## config.mk

```make
export PLATFORM = sky130hd
export DESIGN_NAME = nibble_serial_adder_flat
export DESIGN_NICKNAME = d
export VERILOG_FILES = /design/src/rtl/nibble_serial_adder_if.sv /design/src/rtl/nibble_serial_adder.sv /design/src/flat_wrapper.sv
export SDC_FILE = /design/constraint.sdc
export NUM_CORES = 1
export LEC_CHECK = 0
export CAP_MARGIN = 40
export CORE_ASPECT_RATIO = 0.6
export CORE_MARGIN = 2
export CORE_UTILIZATION = 52
export DETAILED_ROUTE_END_ITERATION = 8
export GPL_TIMING_DRIVEN = 0
export PLACE_DENSITY = 0.88
export SLEW_MARGIN = 20
export SYNTH_ARGS = -nofsm -noshare
export SYNTH_HDL_FRONTEND = slang
export SYNTH_HIERARCHICAL = 1
export SYNTH_SLANG_ARGS = --single-unit
```

## constraint.sdc

```tcl
create_clock -name clk -period 4.8 [get_ports clk]
set_clock_uncertainty 0.2 [all_clocks]
set_input_delay 0.48 -clock clk [delete_from_list [all_inputs] [get_ports clk]]
set_output_delay 0.48 -clock clk [all_outputs]
set_load 0.02 [all_outputs]
```

## src/rtl/nibble_serial_adder_if.sv

```systemverilog
// Operand and result handshake bundle for the nibble-serial adder.
// The slave side is the adder; the master side is the producer/consumer.
interface nibble_serial_adder_if #(
    parameter int WIDTH = 16
);
    logic             in_valid;
    logic             in_ready;
    logic [WIDTH-1:0] a;
    logic [WIDTH-1:0] b;
    logic             cin;
    logic             sub;
    logic             out_valid;
    logic             out_ready;
    logic [WIDTH-1:0] sum;
    logic             cout;
    logic             overflow;

    modport slave (
        input  in_valid,
        output in_ready,
        input  a,
        input  b,
        input  cin,
        input  sub,
        output out_valid,
        input  out_ready,
        output sum,
        output cout,
        output overflow
    );

    modport master (
        output in_valid,
        input  in_ready,
        output a,
        output b,
        output cin,
        output sub,
        input  out_valid,
        output out_ready,
        input  sum,
        input  cout,
        input  overflow
    );
endinterface

```

## src/rtl/nibble_serial_adder.sv

```systemverilog
// Multi-cycle adder/subtractor driving one 4-bit carry-lookahead slice,
// one nibble per cycle, least significant first.
module cla4_slice (
    input  logic [3:0] a,
    input  logic [3:0] b,
    input  logic       c_in,
    output logic [3:0] s,
    output logic       c_out
);
    logic [3:0] g;
    logic [3:0] p;
    logic [4:0] c;

    assign g = a & b;
    assign p = a ^ b;

    assign c[0] = c_in;
    assign c[1] = g[0] | (p[0] & c[0]);
    assign c[2] = g[1] | (p[1] & g[0])
                | (p[1] & p[0] & c[0]);
    assign c[3] = g[2] | (p[2] & g[1])
                | (p[2] & p[1] & g[0])
                | (p[2] & p[1] & p[0] & c[0]);
    assign c[4] = g[3] | (p[3] & g[2])
                | (p[3] & p[2] & g[1])
                | (p[3] & p[2] & p[1] & g[0])
                | (p[3] & p[2] & p[1] & p[0] & c[0]);

    assign s     = p ^ c[3:0];
    assign c_out = c[4];
endmodule

module nibble_serial_adder #(
    parameter int WIDTH = 16
) (
    input  logic clk,
    input  logic rst,
    nibble_serial_adder_if.slave bus
);
    localparam int NIBBLES = WIDTH / 4;
    localparam int IW      = $clog2(NIBBLES);
    localparam logic [IW-1:0] LAST = IW'(NIBBLES - 1);

    typedef enum logic [1:0] {
        IDLE = 2'd0,
        RUN  = 2'd1,
        DONE = 2'd2
    } state_t;

    state_t state;
    state_t state_nxt;

    logic [WIDTH-1:0] a_q;
    logic [WIDTH-1:0] b_q;
    logic             carry_q;
    logic [IW-1:0]    idx;
    logic [WIDTH-1:0] sum_q;
    logic             cout_q;
    logic             ovf_q;

    logic [3:0] nib_a;
    logic [3:0] nib_b;
    logic [3:0] nib_s;
    logic       nib_c;
    logic       last;
    logic       accept;

    assign nib_a  = a_q[{idx, 2'b00} +: 4];
    assign nib_b  = b_q[{idx, 2'b00} +: 4];
    assign last   = (idx == LAST);
    assign accept = (state == IDLE) && bus.in_valid;

    cla4_slice u_slice (
        .a     (nib_a),
        .b     (nib_b),
        .c_in  (carry_q),
        .s     (nib_s),
        .c_out (nib_c)
    );

    always_ff @(posedge clk or posedge rst) begin
        if (rst) begin
            state <= IDLE;
        end else begin
            state <= state_nxt;
        end
    end

    always_comb begin
        state_nxt     = state;
        bus.in_ready  = 1'b0;
        bus.out_valid = 1'b0;
        unique case (state)
            IDLE: begin
                bus.in_ready = 1'b1;
                if (bus.in_valid) begin
                    state_nxt = RUN;
                end
            end
            RUN: begin
                if (last) begin
                    state_nxt = DONE;
                end
            end
            DONE: begin
                bus.out_valid = 1'b1;
                if (bus.out_ready) begin
                    state_nxt = IDLE;
                end
            end
            default: begin
                state_nxt = IDLE;
            end
        endcase
    end

    // Subtraction is a + ~b + 1, so the inversion and forced carry
    // are folded into the operand latch.
    always_ff @(posedge clk or posedge rst) begin
        if (rst) begin
            a_q     <= '0;
            b_q     <= '0;
            carry_q <= 1'b0;
            idx     <= '0;
        end else if (accept) begin
            a_q     <= bus.a;
            b_q     <= bus.sub ? ~bus.b : bus.b;
            carry_q <= bus.sub | bus.cin;
            idx     <= '0;
        end else if (state == RUN) begin
            carry_q <= nib_c;
            idx     <= last ? '0 : idx + 1'b1;
        end
    end

    always_ff @(posedge clk or posedge rst) begin
        if (rst) begin
            sum_q  <= '0;
            cout_q <= 1'b0;
            ovf_q  <= 1'b0;
        end else if (state == RUN) begin
            sum_q[{idx, 2'b00} +: 4] <= nib_s;
            if (last) begin
                cout_q <= nib_c;
                ovf_q  <= (a_q[WIDTH-1] == b_q[WIDTH-1])
                       && (nib_s[3] != a_q[WIDTH-1]);
            end
        end
    end

    assign bus.sum      = sum_q;
    assign bus.cout     = cout_q;
    assign bus.overflow = ovf_q;
endmodule
```

## src/flat_wrapper.sv

```systemverilog
// flat-port wrapper written by rule: the top's interface ports become plain ports
module nibble_serial_adder_flat 
#(
    parameter int WIDTH = 16
)
  (clk, rst, bus_in_valid, bus_in_ready, bus_a, bus_b, bus_cin, bus_sub, bus_out_valid, bus_out_ready, bus_sum, bus_cout, bus_overflow);
  nibble_serial_adder_if #(.WIDTH(WIDTH)) bus_i ();
  input  logic clk;
  input  logic rst;
  input wire logic [$bits(bus_i.in_valid)-1:0] bus_in_valid;
  output wire logic [$bits(bus_i.in_ready)-1:0] bus_in_ready;
  input wire logic [$bits(bus_i.a)-1:0] bus_a;
  input wire logic [$bits(bus_i.b)-1:0] bus_b;
  input wire logic [$bits(bus_i.cin)-1:0] bus_cin;
  input wire logic [$bits(bus_i.sub)-1:0] bus_sub;
  output wire logic [$bits(bus_i.out_valid)-1:0] bus_out_valid;
  input wire logic [$bits(bus_i.out_ready)-1:0] bus_out_ready;
  output wire logic [$bits(bus_i.sum)-1:0] bus_sum;
  output wire logic [$bits(bus_i.cout)-1:0] bus_cout;
  output wire logic [$bits(bus_i.overflow)-1:0] bus_overflow;
  assign bus_i.in_valid = bus_in_valid;
  assign bus_in_ready = bus_i.in_ready;
  assign bus_i.a = bus_a;
  assign bus_i.b = bus_b;
  assign bus_i.cin = bus_cin;
  assign bus_i.sub = bus_sub;
  assign bus_out_valid = bus_i.out_valid;
  assign bus_i.out_ready = bus_out_ready;
  assign bus_sum = bus_i.sum;
  assign bus_cout = bus_i.cout;
  assign bus_overflow = bus_i.overflow;
  nibble_serial_adder #(.WIDTH(WIDTH)) u_core (.clk(clk), .rst(rst), .bus(bus_i));
endmodule
```

**Word-level counts from Yosys, hierarchy flattened**

Index checks and enable logic that the tools add are counted.

- Add/subtract/negate cells: 2
- Multiply operators: 0
- Divide/modulo/power cells: 0
- Order comparisons: 0
- Equality and inequality tests: 8
- Shift-type cells: 4
- Multiplexer cells: 13
- Bitwise operators: 31
- Reduce and logical (&&, ||, !) cells: 6

Operators by type and width:

| kind | count |
|---|---|
| $shiftx A16 B5 Y4 | 2 |
| $and A1 B1 Y1 | 16 |
| $bwmux W16 | 1 |
| $mux W16 | 1 |
| $not A16 Y16 | 1 |
| $shift A4 B6 Y16 const A | 1 |
| $shiftx A4 B6 Y16 | 1 |
| $mux W2 | 6 |
| $or A1 B1 Y1 | 11 |
| $xor A4 B4 Y4 | 2 |
| $neg A4 Y6 | 1 |
| $pmux W2 S3 | 1 |
| $and A4 B4 Y4 | 1 |
| $eq A2 B2 Y1 const B | 2 |
| $mux W1 | 4 |
| $ne A2 B2 Y1 const B | 2 |
| $reduce_and A3 Y1 | 1 |
| $add A2 B1 Y2 const B | 1 |
| $eq A2 B1 Y1 const B | 1 |
| $logic_and A1 B1 Y1 | 2 |
| $logic_not A2 Y1 | 1 |
| $ne A2 B1 Y1 const B | 1 |
| $reduce_and A2 Y1 | 1 |
| $reduce_bool A2 Y1 | 1 |
| 2 further kinds | 2 |

- Register bits after elaboration: 55
- Latch bits: 0
- Bits in writable memories: 0
- Memory bits (read-only): 0
- Output and inout port bits: 20
- Memories kept: 0

**Logic depth before layout (Yosys ltp)**

Gate-level depths: netlist of run 1.

- Depth in word-level cells: 9
- Depth in mapped cells: 9
- Mapped depth without buffers: 8

**Cells and area by module**

The synthesis of run 1 kept the hierarchy.

By module, submodules not included:

| module | times used | cells each | area an instance (um2) |
|---|---|---|---|
| nibble_serial_adder | 1 | 228 | 2641.3 |
| cla4_slice | 1 | 17 | 147.6 |

**Least setup slack after synthesis of run 1**

OpenSTA, ideal clock, no wires.

- Kind: reg2reg
- Start: register u_core.idx[0]
- End: register u_core.ovf_q (netlist: u_core/bus.overflow)
- Data arrival time: 2.625 ns
- Path slack: 1.845 ns
- Stages on the path, launching flop included: 10
- Period minus slack after synthesis: 2.955 ns
- Path through: dfrtp_1 -> buf_2 -> mux4_2 -> ha_1 -> a21o_1 -> a31o_1 -> xor2_1 -> and3b_1 -> a21oi_1 -> o21ai_0

- Elaborated cells between the ends (all ways): 17
- Classes of those cells: eq/ne (2); shift (2); bitwise (11); reduce/logical (2)

RTL lines:

| item | line | text |
|---|---|---|
| start, declared | nibble_serial_adder.sv:56 | `logic [IW-1:0] idx;` |
| start signal, assigned | nibble_serial_adder.sv:132 | `idx <= last ? '0 : idx + 1'b1;` |
| $shiftx A16 B5 Y4 * | nibble_serial_adder.sv:68 | `assign nib_a = a_q[{idx, 2'b00} +: 4];` |
| via u_core.nib_a[0] | nibble_serial_adder.sv:61 | `logic [3:0] nib_a;` |
| $and A4 B4 Y4 / $xor A4 B4 Y4 (equally long branches) | nibble_serial_adder.sv:14, nibble_serial_adder.sv:15 |  |
| $and A1 B1 Y1 (on tied branches) | nibble_serial_adder.sv:22, nibble_serial_adder.sv:23 |  |
| $or A1 B1 Y1 / $and A1 B1 Y1 (equally long branches) | nibble_serial_adder.sv:22, nibble_serial_adder.sv:23 |  |
| $or A1 B1 Y1 * | nibble_serial_adder.sv:23 | `\| (p[2] & p[1] & p[0] & c[0]);` |
| $xor A4 B4 Y4 * | nibble_serial_adder.sv:29 | `assign s = p ^ c[3:0];` |
| via u_core.nib_s[3] | nibble_serial_adder.sv:63 | `logic [3:0] nib_s;` |
| $ne A1 B1 Y1 * | nibble_serial_adder.sv:146 | `&& (nib_s[3] != a_q[WIDTH-1]);` |
| $logic_and A1 B1 Y1 * | nibble_serial_adder.sv:146 |  |
| end signal, assigned | nibble_serial_adder.sv:145 | `ovf_q <= (a_q[WIDTH-1] == b_q[WIDTH-1])` |
| end, declared | nibble_serial_adder.sv:59 | `logic ovf_q;` |

The timed path passes the listed nets; every way through them passes the cells marked *.
A chain may end at the register's enable or synchronous reset.

**Worst setup path in the final report of run 1**

Ends and elaborated chain as after synthesis.

==> metrics.txt, run 1 <==
combinational share of power=0.575; dpl cell area=3452 sq um; yosys warns=6; final period utilization=0.7261; Max-slew headroom=0.5657; total of max-cap violations=0; Rows=20; die area=5984 sq um; Fillers=386; FF-to-FF End=u_core/bus.overflow; pin count of the biggest net entering global routing=32; ys async rst share=1.000; Routed WL=5.881 mm; Setup Fix Bufs, Post-CTS=0; Clk pwr share=0.099; Avg Inst Size Synth=approximately 11 sq um; WHS Path Cells=2; drc violations=0; Sw Ratio=0.4398; WP depth=9; total gr overflow=0; worst hold endpoint=u_core/a_q[9]; status=finished clean; initial antenna violation count=0; Total Power=0.002375 W; clk root buf=clkbuf_8; slowest library cell on the worst path=mux4_2; Initial Utilization=0.5463; vias in the first global route=2,014; Worst R2R Setup Slack=between 1 and 1.5 ns; reg-to-reg startpoint=u_core/idx[0]; peak supply drop=376.9 uV; IO Port Bufs=56; Die Wd=98.55 um; Boundary Pins=58; HP Start=u_core/a_q[9]; final setup fails=0; clock-pin slew on the worst setup and hold paths=approximately 0.09 ns; post-route cell area=roughly 3500 sq um; Longest Clk Path Bufs=2; Core Area=5105 sq um; GRT Util Overall=0.2183; Seq pwr share=0.326; Top Family by Delay on Critical Path=compound AO/OA/AOI/OAI gates; Static Leak=1.621 nW; RSZ-0062 raised after global routing=no; actual slew at the worst max-slew pin=0.6514 ns; cells after synthesis=between 200 and 250; Int Power=about 0.0013 W; critical path class=reg2reg; commonest cells after routing, fill and taps aside=nand2_1 (66), clkdlybuf4s50_1 (56), dfrtp_1 (55), xnor2_1 (18); share of cells above drive strength 1=0.1623; Die Ht=around 61 um; Antenna Cells=0; H-tree depth=2; post-synthesis cell area=2789 sq um; Hold WS=0.2824 ns; critical path data arrival time=3.47 ns; Clock Latency Late Sink=approximately 0.30 ns; min Tclk post-route=3.485 ns; first-pass GRT wire length=9.929 mm; Cell variety after synth=32; Psw=0.001044 W; Startpoint Class=flop; Setup crit end kind=flop; CTS-repair resized insts=0; worst stage delay on the critical path=0.59 ns; Post-synth EDFFs=0; ANT nets after route=0; drt wl/cell=15.72 um; via count=2,054; DRT iter0 DRCs=74; Post-synth top flop=dfrtp_1; critical-path maximum fanout=10; Synth-to-Final Area Change=26.38%; final hold viol count=0; #FFs+latches synth=55; CTS Buf Count=5; CTS Hold Bufs=0; Hold Path Class=reg2reg; required time of the critical path=4.79 ns; Max Clk Rate=286.9 MHz; TritonCTS clock tree=yes; worst r2r path cells=9; Slew Limit Fails=0; most common cell after layout, fill and taps aside=nand2_1; Placer Congestion=about 0.84; worst-path cell chain=buf_2, mux4_2, ha_1, a21o_1, a31o_1, xor2_1, and3b_1, a21oi_1, o21ai_0; DP HPWL=4.508 mm; clock sinks=55; drt pass-1 iters=5; Power Density=673.7 nW/um^2; Bufs and invs on worst path=1; Fin Setup TNS=0 ns; via-per-instance ratio=5.492; Seq/Total Area, Yosys=0.4935; synthesized net count=293; Final #Nets=357
==> synthesized netlist by cell type (3+ instances only) <==
library cell,instances,share of area
ha_1,9,0.040
inv_1,10,0.013
a21o_1,3,0.0081
nor2_1,3,0.0040
o21ai_0,6,0.011
buf_6,6,0.024
dfrtp_1,55,0.49
o21ai_2,16,0.050
a22o_1,16,0.050
mux4_2,8,0.065
xnor2_1,18,0.057
buf_2,4,0.0072
nand2_1,66,0.089
==> area by class of cell <==
| cell class | instances | area, sq um | area share |
|---|---|---|---|
| Sequential cell | 55 | 1376 | 0.3905 |
| Multi-Input combinational cell | 168 | 1269 | 0.3600 |
| Timing Repair Buffer | 57 | 580.6 | 0.1647 |
| Buffer | 12 | 106.4 | 0.03017 |
| Tap cell | 66 | 82.58 | 0.02343 |
| Clock buffer | 6 | 72.57 | 0.02059 |
| Inverter | 10 | 37.54 | 0.01065 |
==> stage by stage <==
step,util,instances,worst slack [ns]
2_1_floorplan,-,245,1.845
3_3_place_gp,0.6723,367,1.376
3_5_place_dp,0.6762,368,1.379
4_1_cts,0.6904,374,1.345
5_1_grt,0.6904,374,1.135
6_report,0.6904,374,1.315
==> worst min-delay path, cell delays in order (launching register included) <==
cell	delay [ns]
dfrtp_1	0.35
nand2_1	0.05
nand2_1	0.06
==> layer usage <==
metal	global-route usage	vias up	part of all wire
li1	-	967	-
met1	0.3161	1000	0.49
met2	0.3256	76	0.43
met3	0.06336	11	0.072
met4	0.06849	0	0.015
met5	0	-	0
==> power groups by stage <==
stage | Combinational [W] | Sequential (W) | Clock [W]
finish | 0.00137 | 0.000773 | 0.000235
global route | 0.00148 | 0.000799 | 0.000260
CTS | 0.00136 | 0.000771 | 0.000242
detailed placement | 0.00135 | 0.000780 | 0
global placement | 0.00131 | 0.000770 | 0
floorplan | 0.000913 | 0.000794 | 0
==> cell families (layout without fill, tap and decap cells) <==
| kind of cell | Yosys count | count (layout) | share of synthesized area |
|---|---|---|---|
| buf+inv | 22 | 85 | 0.05159 |
| xor+xnor | 19 | 19 | 0.05967 |
| simple gates | 85 | 85 | 0.1516 |
| mux | 8 | 8 | 0.06460 |
| flops | 55 | 55 | 0.4935 |
| compound gates | 46 | 46 | 0.1314 |
| fa+ha+maj | 10 | 10 | 0.04756 |
==> worst max-delay path by stage <==
| stage | endpoint | startpoint | slack [ns] |
|---|---|---|---|
| floorplan | u_core/bus.overflow | u_core/idx[0] | 1.84 |
| global placement | u_core/bus.overflow | u_core/idx[0] | 1.38 |
| detailed placement | u_core/bus.overflow | u_core/idx[0] | 1.38 |
| CTS | u_core/bus.overflow | u_core/idx[0] | 1.35 |
| global route | u_core/bus.overflow | u_core/idx[0] | 1.14 |
| finish | u_core/bus.overflow | u_core/idx[0] | 1.31 |
==> flip-flops by register name, summed over array words and instances, names as in the netlist <==
| register | count |
|---|---|
| u_core/state | 2 |
| u_core/carry_q | 1 |
| u_core/b_q | 16 |
| u_core/bus.cout | 1 |
| u_core/bus.sum | 16 |
| u_core/bus.overflow | 1 |
| u_core/idx | 2 |
| u_core/a_q | 16 |
No activity file was read; power rests on OpenSTA's default activity.
==> run 2, diff against run 1 <==
--- a/config.mk
+++ b/config.mk
@@ -8,10 +8,10 @@
 export CAP_MARGIN = 40
 export CORE_ASPECT_RATIO = 0.6
 export CORE_MARGIN = 2
-export CORE_UTILIZATION = 52
+export CORE_UTILIZATION = 51
 export DETAILED_ROUTE_END_ITERATION = 8
 export GPL_TIMING_DRIVEN = 0
-export PLACE_DENSITY = 0.88
+export PLACE_DENSITY = 0.87
 export SLEW_MARGIN = 20
 export SYNTH_ARGS = -nofsm -noshare
 export SYNTH_HDL_FRONTEND = slang
==> constraint.sdc (replaced) <==
create_clock -name clk -period 3.5 [get_ports clk]
set_clock_uncertainty 0.2 [all_clocks]
set_input_delay 0.35 -clock clk [delete_from_list [all_inputs] [get_ports clk]]
set_output_delay 0.35 -clock clk [all_outputs]
set_load 0.02 [all_outputs]
==> run 2 against run 1 <==
Wire length increased by 6.0%; first-iteration DRC count increased by 39%; via count decreased by 1.5%; sequential cell count unchanged; utilization increased by 0.93 points; highest routed layer unchanged; critical endpoint unchanged.
==> metrics.txt, run 2 (synthesis results as in run 1) <==
status=finished clean (unchanged); Boundary Pins=58 (unchanged); critical path data arrival time=3.29 ns (was 3.47 ns); final hold viol count=0 (unchanged); commonest cells after routing, fill and taps aside=nand2_1 (66), clkdlybuf4s50_1 (56), dfrtp_1 (55), xnor2_1 (18) (unchanged); DP HPWL=4.678 mm (was 4.508 mm); via-per-instance ratio=5.369 (was 5.492); H-tree depth=2 (unchanged); pin count of the biggest net entering global routing=22 (was 32); Finished Core Util=0.6998 (was 0.6904); Fin Setup TNS=0 ns (unchanged); critical path class=reg2reg (unchanged); initial antenna violation count=0 (unchanged); first-pass GRT wire length=10.21 mm (was 9.929 mm); total gr overflow=0 (unchanged); met2 global-route usage=0.3581 (was 0.3256); Max-slew headroom=0.5393 (was 0.5657); Sw Ratio=0.4351 (was 0.4398); via count=2,024 (was 2,054); worst r2r path cells=9 (unchanged); Initial Utilization=0.5410 (was 0.5463); Psw=0.001480 W (was 0.001044 W); drt wl/cell=16.54 um (was 15.72 um); Core Area=5155 sq um (was 5105 sq um); Synth-to-Final Area Change=29.34% (was 26.38%); clk root buf=clkbuf_8 (unchanged); peak supply drop=393.0 uV (was 376.9 uV); TritonCTS clock tree=yes (unchanged); GRT busiest layer=met2 (unchanged); Clk pwr share=0.122 (was 0.099); DRT iter0 DRCs=103 (was 74); combinational share of power=0.566 (was 0.575); Power Density=942.7 nW/um^2 (was 673.7 nW/um^2); Die Ht=61.28 um (was 60.73 um); Die Wd=99.47 um (was 98.55 um); actual slew at the worst max-slew pin=0.6910 ns (was 0.6514 ns); Routed WL=6.235 mm (was 5.881 mm); drt pass-1 iters=4 (was 5); Placed Cells=369 (was 368); final setup fails=0 (unchanged); vias in the first global route=2,059 (was 2,014); Setup Fix Bufs, Post-CTS=0 (unchanged); Final #Nets=358 (was 357); pre-CTS setup slack=0.04318 ns (was 1.379 ns); GRT Util Overall=0.2236 (was 0.2183); IO Port Bufs=56 (unchanged); Startpoint Class=flop (unchanged); Longest Clk Path Bufs=2 (unchanged); Slew Limit Fails=0 (unchanged); routing usage on met1=0.3110 (was 0.3161); Int Power=0.001921 W (was 0.001330 W); drc violations=0 (unchanged); Clock Latency Late Sink=0.31 ns (was 0.30 ns); CTS Hold Bufs=0 (unchanged); Fillers=387 (was 386); total of max-cap violations=0 (unchanged); Final Non-Filler Cells=377 (was 374); worst stage delay on the critical path=0.61 ns (was 0.59 ns); Hold Path Class=in2async (was reg2reg); final period utilization=0.9393 (was 0.7261); ANT nets after route=0 (unchanged); min Tclk post-route=3.287 ns (was 3.485 ns); final worst slack=0.2125 ns (was 1.315 ns); Seq pwr share=0.312 (was 0.326); Static Leak=1.658 nW (was 1.621 nW); clock-pin slew on the worst setup and hold paths=0.10 ns (was 0.09 ns); RSZ-0062 raised after global routing=no (unchanged); slowest library cell on the worst path=mux4_2 (unchanged); Hold WS=0.1255 ns (was 0.2824 ns); Antenna Cells=0 (unchanged); required time of the critical path=3.50 ns (was 4.79 ns); share of cells above drive strength 1=0.1768 (was 0.1623); critical-path maximum fanout=10 (unchanged); worst-path cell chain=buf_2, mux4_2, ha_1, a21o_1, a31o_1, xor2_2, and3b_1, a21oi_1, o21ai_0 (was buf_2, mux4_2, ha_1, a21o_1, a31o_1, xor2_1, and3b_1, a21oi_1, o21ai_0); die area=6095 sq um (was 5984 sq um); Max Clk Rate=304.2 MHz (was 286.9 MHz); clock sinks=55 (unchanged); Rows=20 (unchanged); met3 usage=0.04994 (was 0.06336); most common cell after layout, fill and taps aside=nand2_1 (unchanged); Setup crit end kind=flop (unchanged); CTS Buf Count=5 (unchanged); Placer Congestion=0.8176 (was 0.8368)
[run 2: what timing repair did]
item                       in CTS  in global routing
resized for setup               0                  1
setup endpoints to repair       0                  1
hold endpoints to repair        0                  0
[run 2: cell type report]
cell class,instances,area (sq um),share of cell area
multi-input cells,168,1276,0.3538
inverters,10,37.54,0.01041
plain buffers,12,106.4,0.02948
well taps,66,82.58,0.02289
clock inverters,3,43.79,0.01214
repair buffers,58,615.6,0.1707
clock buffers,5,68.82,0.01908
flip-flops and latches,55,1376,0.3815
[run 2: worst max-delay path: cells and delay by family, from the launching register on]
| kind | cells | cell delay [ns] |
|---|---|---|
| DFF | 1 | 0.49 |
| muxes | 1 | 0.61 |
| and+or+nand+nor | 1 | 0.22 |
| buffers and inverters | 1 | 0.40 |
| adders and majority gates | 1 | 0.31 |
| AOI/OAI and AO/OA | 4 | 0.63 |
| xor gates and xnor gates | 1 | 0.33 |
[run 2: power by group through the flow]
stage                     registers (W)  clock network, W  logic, W
after global placement          0.00106                 0   0.00179
after CTS                       0.00106          0.000423   0.00189
final                           0.00106          0.000416   0.00192
after floorplan                 0.00109                 0   0.00125
after detailed placement        0.00107                 0   0.00187
after global routing            0.00109          0.000456   0.00206
[run 2: through the flow]
step	power (W)	instance area [sq um]
after floorplan	0.002341	2789
after global placement	0.002851	3432
after detailed placement	0.002939	3487
after CTS	0.003368	3600
after global routing	0.003611	3607
final	0.003400	3607
[run 2: routing by layer]
| metal | up-vias | wire, um |
|---|---|---|
| met3 | 8 | 478 |
| li1 | 969 | - |
| met4 | 0 | 72 |
| met1 | 970 | 2834 |
| met5 | - | 0 |
| met2 | 77 | 2851 |
[run 2: final timing paths]
check,slack (ns),from,to
setup reg to reg,0.21,u_core/idx[0],u_core/bus.overflow
setup / recovery,0.21,u_core/idx[0],u_core/bus.overflow
max in group asynchronous,2.35,rst,u_core/bus.sum[3]
hold reg to reg,0.28,u_core/a_q[9],u_core/a_q[9]
hold / removal,0.13,rst,u_core/bus.sum[14]
min in group clk,0.28,bus_sub,u_core/b_q[9]
